### src/rtl/pipe_skid32.sv
// Two-entry valid/ready pipeline buffer (head + skid slot).
// in_ready comes only from registered state, so no ready path runs through this stage.
module pipe_skid32 #(
  parameter int WIDTH = 32
) (
  input  logic             clk,
  input  logic             clrn,
  input  logic             flush,
  input  logic             in_valid,
  output logic             in_ready,
  input  logic [WIDTH-1:0] in_data,
  output logic             out_valid,
  input  logic             out_ready,
  output logic [WIDTH-1:0] out_data,
  output logic [1:0]       level
);

  typedef enum logic [1:0] {
    EMPTY   = 2'd0,
    ONE     = 2'd1,
    FULL    = 2'd2,
    ILLEGAL = 2'd3
  } state_t;

  state_t           state_q, state_d;
  logic [WIDTH-1:0] head_q, head_d;
  logic [WIDTH-1:0] skid_q, skid_d;
  logic             accept;
  logic             take;

  always_ff @(posedge clk or negedge clrn) begin
    if (!clrn) begin
      state_q <= EMPTY;
      head_q  <= '0;
      skid_q  <= '0;
    end else begin
      state_q <= state_d;
      head_q  <= head_d;
      skid_q  <= skid_d;
    end
  end

  // Output decode; the unreachable encoding presents as empty.
  always_comb begin
    out_valid = 1'b0;
    in_ready  = 1'b1;
    level     = 2'd0;
    case (state_q)
      ONE: begin
        out_valid = 1'b1;
        level     = 2'd1;
      end
      FULL: begin
        out_valid = 1'b1;
        in_ready  = 1'b0;
        level     = 2'd2;
      end
      default: ;
    endcase
  end

  assign out_data = head_q;
  assign accept   = in_valid & in_ready;
  assign take     = out_valid & out_ready;

  always_comb begin
    state_d = state_q;
    head_d  = head_q;
    skid_d  = skid_q;
    if (flush) begin
      // Data registers keep stale contents; only occupancy is cleared.
      state_d = EMPTY;
    end else begin
      case (state_q)
        EMPTY: begin
          if (accept) begin
            head_d  = in_data;
            state_d = ONE;
          end
        end
        ONE: begin
          case ({accept, take})
            2'b11: head_d = in_data;
            2'b10: begin
              skid_d  = in_data;
              state_d = FULL;
            end
            2'b01: state_d = EMPTY;
            default: ;
          endcase
        end
        FULL: begin
          if (take) begin
            head_d  = skid_q;
            state_d = ONE;
          end
        end
        default: state_d = EMPTY;
      endcase
    end
  end

endmodule

### config.mk
export PLATFORM = sky130hd
export DESIGN_NAME = pipe_skid32
export DESIGN_NICKNAME = d
export VERILOG_FILES = /design/src/rtl/pipe_skid32.sv
export SDC_FILE = /design/constraint.sdc
export NUM_CORES = 1
export LEC_CHECK = 0
export CAP_MARGIN = 40
export CORE_MARGIN = 5
export CORE_UTILIZATION = 25
export CTS_BUF_LIST = sky130_fd_sc_hd__clkbuf_2 sky130_fd_sc_hd__clkbuf_4 sky130_fd_sc_hd__clkbuf_8
export DETAILED_ROUTE_END_ITERATION = 10
export MAX_ROUTING_LAYER = met4
export SYNTH_ARGS = -nofsm -noshare
export SYNTH_HDL_FRONTEND = slang
export SYNTH_SLANG_ARGS = --single-unit
### constraint.sdc
create_clock -name clk -period 4.4 [get_ports clk]
set_clock_uncertainty 0.05 [all_clocks]
set_input_delay 0.66 -clock clk [delete_from_list [all_inputs] [get_ports clk]]
set_output_delay 0.66 -clock clk [all_outputs]
set_load 0.1 [all_outputs]
==> impl_metrics.csv <==
group,metric,value,unit
sta,fin_ws,1.27,ns
sta,min_period_over_period,71.1,%
grt,grt_usage,10.1,%
synth,synth_area,3130,um^2
final_layout,diodes,0,
final_layout,final_cell_mix,"clkdlybuf4s50_1, mux2_2, dfrtp_1",
final_layout,final_area,4860,um^2
final_layout,regArea,1650,um^2
sta,relSlewSlack,52.4,%
final_layout,syn2layout_area_growth,55.5,%
sta,hold_viol_final,0,
final_layout,multi_input_area,1390,um^2
sta,rsz0062_at_grt,"no",
die,die_area,14800,um^2
sta,tns,0,ns
drt,first_pass_iters,4,
sta,whs,0.219,ns
status,status,"complete, no violations",
sta,max_clock_freq,0.319,GHz
clock_tree,cts-root-buf,"clkbuf_8",
critical_path,crit_top_cell,"buf_4",
place,postPlaceCellArea,4600,um^2
critical_path,crit_type,"flop to flop",
hold_path,hp-class,"primary input to asynchronous set/reset pin",
clock_tree,cts_sinks,66,
run,drv_cap,0,
clock_tree,post-cts-setup-buffer-count,0,
sta,fin_crit,3.13,ns
clock_tree,cts_tree,"built",
place,place_ws,1.21,ns
drt,vias_per_cell,4.24,
final_layout,layout_commonest_cell,"clkdlybuf4s50_1",
critical_path,arrival,3.30,ns
place,place_hpwl,4840,um
drt,avgRoutedWirePerCell,14.2,um
drt,dr_total_vias,2051,
final_layout,drive_gt1_share,50.6,%
drt,ant_nets,0,
clock_tree,htreeDepth,3,
final_layout,nets,352,
clock_tree,ctsHoldBuffers,0,
clock_tree,clock_latency,0.34,ns
clock_tree,cts_buffers,9,
sta,worst_slew_pin_slew,0.711,ns
critical_path,r2r_setup_slack,1.27,ns
clock_tree,clk_pin_slew,0.08,ns
synth,synth_seq_area_share,52.8,%
die,die_width,122,um
grt,antenna_found_initial,0,
die,core_region_area,12100,um^2
die,rows,40,
critical_path,critical-path-max-stage-delay,0.54,ns
final_layout,fillers,1148,
critical_path,start_kind,"flop",
critical_path,slowest_stage,"nand2_2",
sta,setup_viol,0,
place,port_buffers,72,
drt,wl,6890,um
synth,syn-instance-count,198,
synth,ys_ff_latch,66,
synth,syn_avg_cell_area,15.8,um^2
critical_path,cp_max_fo,21,
drt,drc,0,
synth,synth_fp_nets,239,
die,ios,73,
grt,grt_pass1_wl,11300,um
critical_path,critPathCaptureType,"flop",
die,start_util,25.8,%
grt,grt_pass1_vias,2273,
grt,grt.overflow.total,0,
grt,grt_max_degree,26,
die,die_h,122,um
synth,yosys_warnings,0,
sta,drv_slew,0,
clock_tree,post_cts_resized,0,
place,gp_congestion,0.731,
critical_path,required,4.57,ns
synth,synth_cell_types,23,
clock_tree,clock_path_buffers,2,
drt,drtIter0Drc,95,
critical_path,worstPathCellList,"inv_1 > ha_2 > buf_4 > nand4b_4 > a211oi_2 > nand2_2 > buf_4 > mux2_4",
==> registers in the layout (all words and copies together), names as in the netlist <==
register / cells
skid_q: 32
state_q: 2
out_data: 32
==> final timing paths <==
check / cells after the start / start / endpoint
min in group clk: 1 / skid_q[27] / skid_q[27]
max in group asynchronous: 2 / clrn / out_data[22]
hold / removal: 1 / clrn / out_data[7]
setup / recovery: 8 / state_q[0] / out_data[8]
setup reg to reg: 8 / state_q[0] / out_data[8]
hold reg to reg: 1 / skid_q[27] / skid_q[27]
==> layout make-up <==
class / count / share of cell area [%]
clock buffer: 12 / 3.27
clock inverter: 4 / 2.01
inverter: 4 / 0.309
multi-input combinational: 117 / 28.6
sequential: 66 / 34.0
tap: 168 / 4.33
timing repair buffer: 113 / 27.5
==> synth_stat cells <==
library cell	instances	area share [%]
clkbuf_1	3	0.36
o21ai_0	1	0.16
ha_1	4	1.6
a221oi_1	1	0.28
o2bb2ai_1	1	0.28
buf_2	4	0.64
and2_1	1	0.20
dfrtp_1	66	53
buf_6	4	1.4
nand4b_4	1	0.76
mux2_2	66	24
nand2_2	1	0.20
nand2b_1	2	0.40
nand2_1	1	0.12
inv_1	4	0.48
xnor2_1	1	0.28
mux2_4	30	14
a211oi_2	1	0.40
a221o_1	1	0.32
nor2_1	2	0.24
nor2b_1	1	0.20
o22ai_1	1	0.20
and4bb_2	1	0.40
==> per-stage QoR <==
| stage | instances | utilization (%) |
|---|---|---|
| after floorplan | 198 | - |
| after detailed placement | 468 | 38.0 |
| final | 484 | 40.1 |
| after global placement | 430 | 33.0 |
| after global routing | 484 | 40.1 |
| after CTS | 484 | 40.1 |
==> logic make-up after synthesis <==
| family | count (synthesis) | share of synthesized area [%] |
|---|---|---|
| AO/OA/AOI/OAI | 6 | 1.64 |
| XOR/XNOR | 1 | 0.280 |
| adder cells (fa/ha/maj) | 4 | 1.60 |
| buffers and inverters | 15 | 2.92 |
| flip-flops | 66 | 52.8 |
| multiplexers | 96 | 38.2 |
| AND/OR/NAND/NOR | 10 | 2.52 |
==> worst max-delay path: cells and delay by family, from the launching register on <==
kind	cells	cell delay, ns
simple gates	2	0.74
buf+inv	3	0.89
fa+ha+maj	1	0.50
compound gates	1	0.08
mux	1	0.32
flops	1	0.41
==> metal layers <==
metal | vias to the layer above | GRT usage, % | share of wire, %
met5 | - | - | 0
met4 | 0 | 4.06 | 2.2
met3 | 12 | 3.62 | 4.7
met2 | 59 | 16.1 | 49
met1 | 1043 | 11.7 | 44
li1 | 937 | - | -
Power is not shown: default switching activity piles up to over one toggle a cycle in this logic, so the estimate is an artifact.
